[config.mk]
export PLATFORM = sky130hd
export DESIGN_NAME = calendar_sequencer
export DESIGN_NICKNAME = d
export VERILOG_FILES = /design/src/rtl/calendar_pkg.sv /design/src/rtl/cal_dim_lut.sv /design/src/rtl/calendar_sequencer.sv
export SDC_FILE = /design/constraint.sdc
export NUM_CORES = 1
export LEC_CHECK = 0
export ABC_CLOCK_PERIOD_IN_PS = 3300
export CAP_MARGIN = 20
export CORE_MARGIN = 2
export CORE_UTILIZATION = 58
export CTS_CLUSTER_SIZE = 16
export DETAILED_ROUTE_END_ITERATION = 12
export MAX_ROUTING_LAYER = met4
export PLACE_DENSITY_LB_ADDON = 0.15
export SLEW_MARGIN = 20
export SYNTH_ARGS = -nofsm -noshare
export SYNTH_HDL_FRONTEND = slang
export SYNTH_HIERARCHICAL = 1
export SYNTH_SLANG_ARGS = --single-unit
export TNS_END_PERCENT = 5
[constraint.sdc]
create_clock -name clk -period 3.3 [get_ports clk]
set_input_delay 0.495 -clock clk [delete_from_list [all_inputs] [get_ports clk]]
set_output_delay 0.495 -clock clk [all_outputs]
set_load 0.02 [all_outputs]
[src/rtl/calendar_pkg.sv]
// Shared definitions for the century-clock calendar sequencer.
// Holds the sequencer state encoding, the field widths and limits, month
// constants, and small helpers for stepping a field within its range and
// for the leap-year rule (year offset 0..99 stands for 2000..2099).
package calendar_pkg;

    typedef enum logic [2:0] {
        IDLE,
        INC_SEC,
        INC_MIN,
        INC_HOUR,
        INC_DAY,
        INC_MON,
        INC_YEAR,
        CLAMP
    } state_t;

    localparam int SEC_W  = 6;
    localparam int MIN_W  = 6;
    localparam int HOUR_W = 5;
    localparam int DAY_W  = 5;
    localparam int MON_W  = 4;
    localparam int YEAR_W = 7;

    localparam logic [6:0] SEC_MAX  = 7'd59;
    localparam logic [6:0] MIN_MAX  = 7'd59;
    localparam logic [6:0] HOUR_MAX = 7'd23;
    localparam logic [6:0] MON_MAX  = 7'd12;
    localparam logic [6:0] YEAR_MAX = 7'd99;

    localparam logic [3:0] FEB = 4'd2;

    // Move v one step up or down inside lo..hi, wrapping at either end.
    function automatic logic [6:0] step_wrap(input logic [6:0] v,
                                             input logic [6:0] lo,
                                             input logic [6:0] hi,
                                             input logic       up);
        if (up) begin
            return (v >= hi) ? lo : v + 7'd1;
        end
        return (v <= lo) ? hi : v - 7'd1;
    endfunction

    // Every year offset divisible by 4 is leap; 2000 is leap and 2100 is
    // outside the covered range, so the century rules never apply.
    function automatic logic is_leap(input logic [6:0] year);
        return (year[1:0] == 2'b00);
    endfunction

endpackage

[src/rtl/cal_dim_lut.sv]
// Days-in-month lookup.
// Ports:
//   month  in  4  month 1..12
//   year   in  7  year offset 0..99 (selects 28/29 for February)
//   dim    out 5  number of days in that month
module cal_dim_lut
    import calendar_pkg::*;
(
    input  logic [MON_W-1:0]  month,
    input  logic [YEAR_W-1:0] year,
    output logic [DAY_W-1:0]  dim
);

    always_comb begin
        dim = 5'd31;
        case (month)
            4'd4, 4'd6, 4'd9, 4'd11: dim = 5'd30;
            FEB:                     dim = is_leap(year) ? 5'd29 : 5'd28;
            default:                 dim = 5'd31;
        endcase
    end

endmodule

[src/rtl/calendar_sequencer.sv]
// Timekeeping core of the century clock.
// Advances sec/min/hour/day/month/year on a 1 Hz tick, rippling the carry one
// field per clock. While halted (run=0) it applies the per-field up/down step
// pulses, then clamps the day after a month/year edit.
// Optional build macro: CALSEQ_ALARM_EN adds the alarm compare.
// Ports:
//   clk, rst_n                 clock, async active-low reset
//   tick_1hz                   one-cycle pulse per second
//   run                        1 = timekeeping, 0 = halted for setting
//   up_*/down_*                step pulses, s/m/h/d/mo/y
//   sec,min,hour,day,month,year  current time and date (year = offset 0..99)
//   busy                       sequencer not idle
//   sec_strobe                 pulse when a tick writes sec
//   alarm_hour/min/on, alarm_hit  (CALSEQ_ALARM_EN only)
module calendar_sequencer
    import calendar_pkg::*;
#(
    parameter int RESET_YEAR  = 0,
    parameter int RESET_MONTH = 1,
    parameter int RESET_DAY   = 1
) (
    input  logic              clk,
    input  logic              rst_n,
    input  logic              tick_1hz,
    input  logic              run,
    input  logic              up_s,
    input  logic              down_s,
    input  logic              up_m,
    input  logic              down_m,
    input  logic              up_h,
    input  logic              down_h,
    input  logic              up_d,
    input  logic              down_d,
    input  logic              up_mo,
    input  logic              down_mo,
    input  logic              up_y,
    input  logic              down_y,
    output logic [SEC_W-1:0]  sec,
    output logic [MIN_W-1:0]  min,
    output logic [HOUR_W-1:0] hour,
    output logic [DAY_W-1:0]  day,
    output logic [MON_W-1:0]  month,
    output logic [YEAR_W-1:0] year,
    output logic              busy,
    output logic              sec_strobe
`ifdef CALSEQ_ALARM_EN
    ,
    input  logic [HOUR_W-1:0] alarm_hour,
    input  logic [MIN_W-1:0]  alarm_min,
    input  logic              alarm_on,
    output logic              alarm_hit
`endif
);

    state_t state, state_d;
    logic   pending, pending_d;

    logic [SEC_W-1:0]  sec_d;
    logic [MIN_W-1:0]  min_d;
    logic [HOUR_W-1:0] hour_d;
    logic [DAY_W-1:0]  day_d;
    logic [MON_W-1:0]  month_d;
    logic [YEAR_W-1:0] year_d;

    logic [DAY_W-1:0] dim_cur;
    logic [DAY_W-1:0] dim_edit;
    logic [DAY_W-1:0] clamp_lim;

    cal_dim_lut u_dim_cur (
        .month (month),
        .year  (year),
        .dim   (dim_cur)
    );

    // Looks at the date being written this cycle; registered so that the
    // CLAMP cycle sees the limit of the freshly edited month/year.
    cal_dim_lut u_dim_edit (
        .month (month_d),
        .year  (year_d),
        .dim   (dim_edit)
    );

    assign busy       = (state != IDLE);
    assign sec_strobe = (state == INC_SEC);

    always_comb begin
        state_d   = state;
        pending_d = pending;
        sec_d     = sec;
        min_d     = min;
        hour_d    = hour;
        day_d     = day;
        month_d   = month;
        year_d    = year;

        case (state)
            IDLE: begin
                if (run && (tick_1hz || pending)) begin
                    state_d   = INC_SEC;
                    pending_d = 1'b0;
                end else if (!run) begin
                    // Only the lowest field with any pulse is considered;
                    // up and down together cancel.
                    if (up_s || down_s) begin
                        if (up_s ^ down_s)
                            sec_d = 6'(step_wrap({1'b0, sec}, 7'd0, SEC_MAX, up_s));
                    end else if (up_m || down_m) begin
                        if (up_m ^ down_m)
                            min_d = 6'(step_wrap({1'b0, min}, 7'd0, MIN_MAX, up_m));
                    end else if (up_h || down_h) begin
                        if (up_h ^ down_h)
                            hour_d = 5'(step_wrap({2'b0, hour}, 7'd0, HOUR_MAX, up_h));
                    end else if (up_d || down_d) begin
                        if (up_d ^ down_d)
                            day_d = 5'(step_wrap({2'b0, day}, 7'd1, {2'b0, dim_cur}, up_d));
                    end else if (up_mo || down_mo) begin
                        if (up_mo ^ down_mo) begin
                            month_d = 4'(step_wrap({3'b0, month}, 7'd1, MON_MAX, up_mo));
                            state_d = CLAMP;
                        end
                    end else if (up_y || down_y) begin
                        if (up_y ^ down_y) begin
                            year_d  = step_wrap(year, 7'd0, YEAR_MAX, up_y);
                            state_d = CLAMP;
                        end
                    end
                end
            end
            INC_SEC: begin
                sec_d   = 6'(step_wrap({1'b0, sec}, 7'd0, SEC_MAX, 1'b1));
                state_d = ({1'b0, sec} == SEC_MAX) ? INC_MIN : IDLE;
            end
            INC_MIN: begin
                min_d   = 6'(step_wrap({1'b0, min}, 7'd0, MIN_MAX, 1'b1));
                state_d = ({1'b0, min} == MIN_MAX) ? INC_HOUR : IDLE;
            end
            INC_HOUR: begin
                hour_d  = 5'(step_wrap({2'b0, hour}, 7'd0, HOUR_MAX, 1'b1));
                state_d = ({2'b0, hour} == HOUR_MAX) ? INC_DAY : IDLE;
            end
            INC_DAY: begin
                day_d   = 5'(step_wrap({2'b0, day}, 7'd1, {2'b0, dim_cur}, 1'b1));
                state_d = (day == dim_cur) ? INC_MON : IDLE;
            end
            INC_MON: begin
                month_d = 4'(step_wrap({3'b0, month}, 7'd1, MON_MAX, 1'b1));
                state_d = ({3'b0, month} == MON_MAX) ? INC_YEAR : IDLE;
            end
            INC_YEAR: begin
                year_d  = step_wrap(year, 7'd0, YEAR_MAX, 1'b1);
                state_d = IDLE;
            end
            CLAMP: begin
                if (day > clamp_lim)
                    day_d = clamp_lim;
                state_d = IDLE;
            end
            default: state_d = IDLE;
        endcase

        // One-deep tick queue while a ripple or clamp is in progress.
        if ((state != IDLE) && tick_1hz && run)
            pending_d = 1'b1;
    end

    always_ff @(posedge clk or negedge rst_n) begin
        if (!rst_n) begin
            state     <= IDLE;
            pending   <= 1'b0;
            sec       <= '0;
            min       <= '0;
            hour      <= '0;
            day       <= DAY_W'(RESET_DAY);
            month     <= MON_W'(RESET_MONTH);
            year      <= YEAR_W'(RESET_YEAR);
            clamp_lim <= 5'd31;
        end else begin
            state     <= state_d;
            pending   <= pending_d;
            sec       <= sec_d;
            min       <= min_d;
            hour      <= hour_d;
            day       <= day_d;
            month     <= month_d;
            year      <= year_d;
            clamp_lim <= dim_edit;
        end
    end

`ifdef CALSEQ_ALARM_EN
    // Compare against the time the carry is about to produce, so an alarm at
    // hh:mm fires on the hh:mm-1:59 -> hh:mm:00 rollover.
    logic [MIN_W-1:0]  roll_min;
    logic [HOUR_W-1:0] roll_hour;

    always_comb begin
        roll_min  = 6'(step_wrap({1'b0, min}, 7'd0, MIN_MAX, 1'b1));
        roll_hour = hour;
        if ({1'b0, min} == MIN_MAX)
            roll_hour = 5'(step_wrap({2'b0, hour}, 7'd0, HOUR_MAX, 1'b1));
    end

    always_ff @(posedge clk or negedge rst_n) begin
        if (!rst_n)
            alarm_hit <= 1'b0;
        else
            alarm_hit <= (state == INC_SEC) && ({1'b0, sec} == SEC_MAX) && alarm_on
                         && (roll_min == alarm_min) && (roll_hour == alarm_hour);
    end
`endif

endmodule

==> results.toml <==
[power_and_ir_drop]
total_switching_power_mw = 2.22
intPower_mw = 2.07
irDropWorstVdd_mv = 0.542
p_sw_share_pct = 51.7
p_leak_nw = 2.05
powerDensity_mw_per_mm2 = 889
p_comb_share_pct = 61.3
seq_power_share_pct = 30.5
finalPower_mw = 4.29
clkPwrFrac_pct = 8.2

[clock_network]
htree_num_levels = 2
cts_buffer_depth = 2
cts_sinks = 42
clkTransAtPathRegs_ns = 0.09
cts_buffers = 5
clockRootBuffer = "clkbuf_8"
cts_tree = "built"
cts.repair.resized = 0
cts_post_setup_buffers_inserted = 0
cts_hold_buf = 0
clk_latency_ns = 0.30

[global_route]
grt_pass1_wl_um = 18400
antenna_found_initial = 0
track_usage_pct = 29.1
grt_max_degree = 43
grt-ovfl-total = 0
grt_pass1_vias = 3993

[route]
drc = 0
drt-initial-drc-count = 281
viasPerCell = 6.34
wl_um = 10600
postRouteAntennaNets = 0
vias = 4203
drtPass1Iterations = 4
avgRoutedWirePerCell_um = 15.9

[logic_synthesis]
synth_edf_count = 0
synth_area_mm2 = 0.00423
synth_seq_cells = 42
synth-main-ff-cell = "dfrtp_1"
syn_area_per_cell_um2 = 7.97
yosysTopAreaCell = "dfrtp_1"
ys_seq_area_share_pct = 25.1
synth.top_cell.area_share_pct = 20.7
syn_inst = 530
async_flop_share_pct = 100
yosys-top-cells-area = "dfrtp_1 21%, ha_1 9.8%, o21ai_0 4.4%, dfstp_2 4.4%, inv_1 4.3%"
ys_types = 84
yosysWarnings = 6

[timing]
fmax_mhz = 346
slew_headroom_pct = 53.0
setup-tns-final_ns = 0
finalMaxSlewViolations = 0
period_needed_ns = 2.89
finalHoldViolCount = 0
worst_pin_slew_ns = 0.700
skew_ns = 0.00252
rsz0062_at_grt = "false"
finalSetupViolations = 0
finalCritPeriodShare_pct = 87.7

[floorplan]
io_pins = 51
die_x_um = 89.4
dieArea_mm2 = 0.00799
row_count = 31
initial_core_util_pct = 59.2
core_region_area_mm2 = 0.00714
die_y_um = 89.4

[critical_path]
critPathKind = "in -> reg"
cp_data_arrival_time_ns = 3.12
crit_buf_inv = 3
cp-end-kind = "flop"
slowest_delay_ns = 0.59
crit_top_cell = "inv_1"
worstSetupStartpointType = "primary input"
crit_path_max_fanout = 7
cp_data_required_time_ns = 3.52
cp_cell_sequence = "clkdlybuf4s50_1 > inv_1 > ha_1 > inv_1 > nor4_2 > nand3_1 > o211ai_1 > o21ai_0 > or4b_1"
cp_top_family = "simple AND/OR/NAND/NOR gates"
worst_path_max_delay_cell = "nor4_2"

[placement]
post_dp_cell_area_mm2 = 0.00473
gp_congestion = 0.893
port_buffers = 50
hpwl_um = 7550

[finish]
syn_to_final_growth_pct = 14.2
n_antenna_cell = 0
nNetsFinal = 612
n_fill_cell = 624
drive_gt1_share_pct = 7.98
fin_area_mm2 = 0.00482

[flow_run]
cap_violations = 0

[run_status]
status = "finished clean"

[min_path]
hold_class = "in -> async"
-- power groups by stage --
stage | Combinational [mW] | Clock, mW | Sequential (mW)
after floorplan | 1.91 | 0 | 1.18
after global placement | 2.54 | 0 | 1.28
after detailed placement | 2.60 | 0 | 1.31
after CTS | 2.61 | 0.362 | 1.30
after global routing | 2.94 | 0.382 | 1.37
final | 2.63 | 0.352 | 1.31
-- cell type report --
cell class                      instances  area (um^2)  area share (%)
Clock buffer                            5         68.8            1.43
Inverter                               49          184            3.81
Tap cell                               99          124            2.57
Clock inverter                          3         21.3           0.441
Multi-Input combinational cell        410         2830            58.7
Sequential cell                        42         1060            22.0
Timing Repair Buffer                   55          536            11.1
-- worst reg2reg max path: cells and delay by family (launching register included) --
kind                       cells  cell delay, ns
AOI/OAI and AO/OA              4            1.03
and+or+nand+nor                3            0.74
adders and majority gates      1            0.31
DFF                            1            0.65
-- metal layers --
layer / vias up / wire length (um) / global-route usage (%)
met1: 2015 / 4970 / 39.8
met2: 134 / 5000 / 45.6
met3: 15 / 463 / 3.60
met4: 0 / 130 / 7.73
met5: - / 0 / -
li1: 2039 / - / -
-- registers in the layout, indices dropped and copies added (netlist names) --
register / cells
state: 3
sec: 6
year: 7
min: 6
clamp_lim: 5
month: 4
hour: 5
pending: 1
day: 5
-- stage by stage --
step                setup WS [ns]  utilization (%)  hold slack (ns)  cells
global placement            0.249             66.3            0.503    655
global route                0.225             67.6            0.222    663
detailed placement          0.125             66.3            0.520    655
CTS                         0.448             67.6            0.386    663
floorplan                   0.698                -            0.199    534
finish                      0.407             67.6            0.172    663
-- worst paths after layout --
| check | from | endpoint | slack (ns) | cells past startpoint |
|---|---|---|---|---|
| worst max-delay path | up_d | clamp_lim[1] | 0.41 | 9 |
| worst min-delay path | rst_n | min[0] | 0.17 | 1 |
| worst max register to register | month[2] | day[3] | 0.51 | 8 |
| worst min register to register | pending | pending | 0.54 | 2 |
| max in group asynchronous | rst_n | month[0] | 2.74 | 1 |
| min in group clk | pending | pending | 0.54 | 2 |
-- cells in the final DEF, fill, tap and decap left out, types with 7 or more instances in the layout --
cell type and n:
nand2_1 41, inv_1 48, and3_1 9, a31oi_1 12, or3_1 7, dfrtp_1 35
a21oi_1 34, nand3b_1 7, nand3_1 14, nor2_1 36, dfstp_2 7, o31ai_1 11
o21ai_0 37, clkdlybuf4s50_1 49, o211ai_1 9, nor3_1 17, ha_1 33
-- cell usage after synthesis (9+ instances only) --
cell / count
a21oi_1: 34
o21ai_0: 37
nor3_1: 17
o31ai_1: 11
inv_1: 48
clkbuf_1: 21
dfrtp_1: 35
nand3_1: 14
ha_1: 33
o211ai_1: 9
nor2_1: 36
a31oi_1: 12
nand2_1: 41
and3_1: 9
-- kinds of logic after synthesis --
logic type | count (synthesis) | synth area share (%)
AOI/OAI and AO/OA | 180 | 29.7
and+or+nand+nor | 180 | 24.5
buffers and inverters | 82 | 8.29
DFF | 42 | 25.1
adders and majority gates | 33 | 9.77
muxes | 7 | 1.69
xor gates and xnor gates | 4 | 0.829
other | 2 | 0.178
Note: power is estimated with default switching activity, not from simulation.
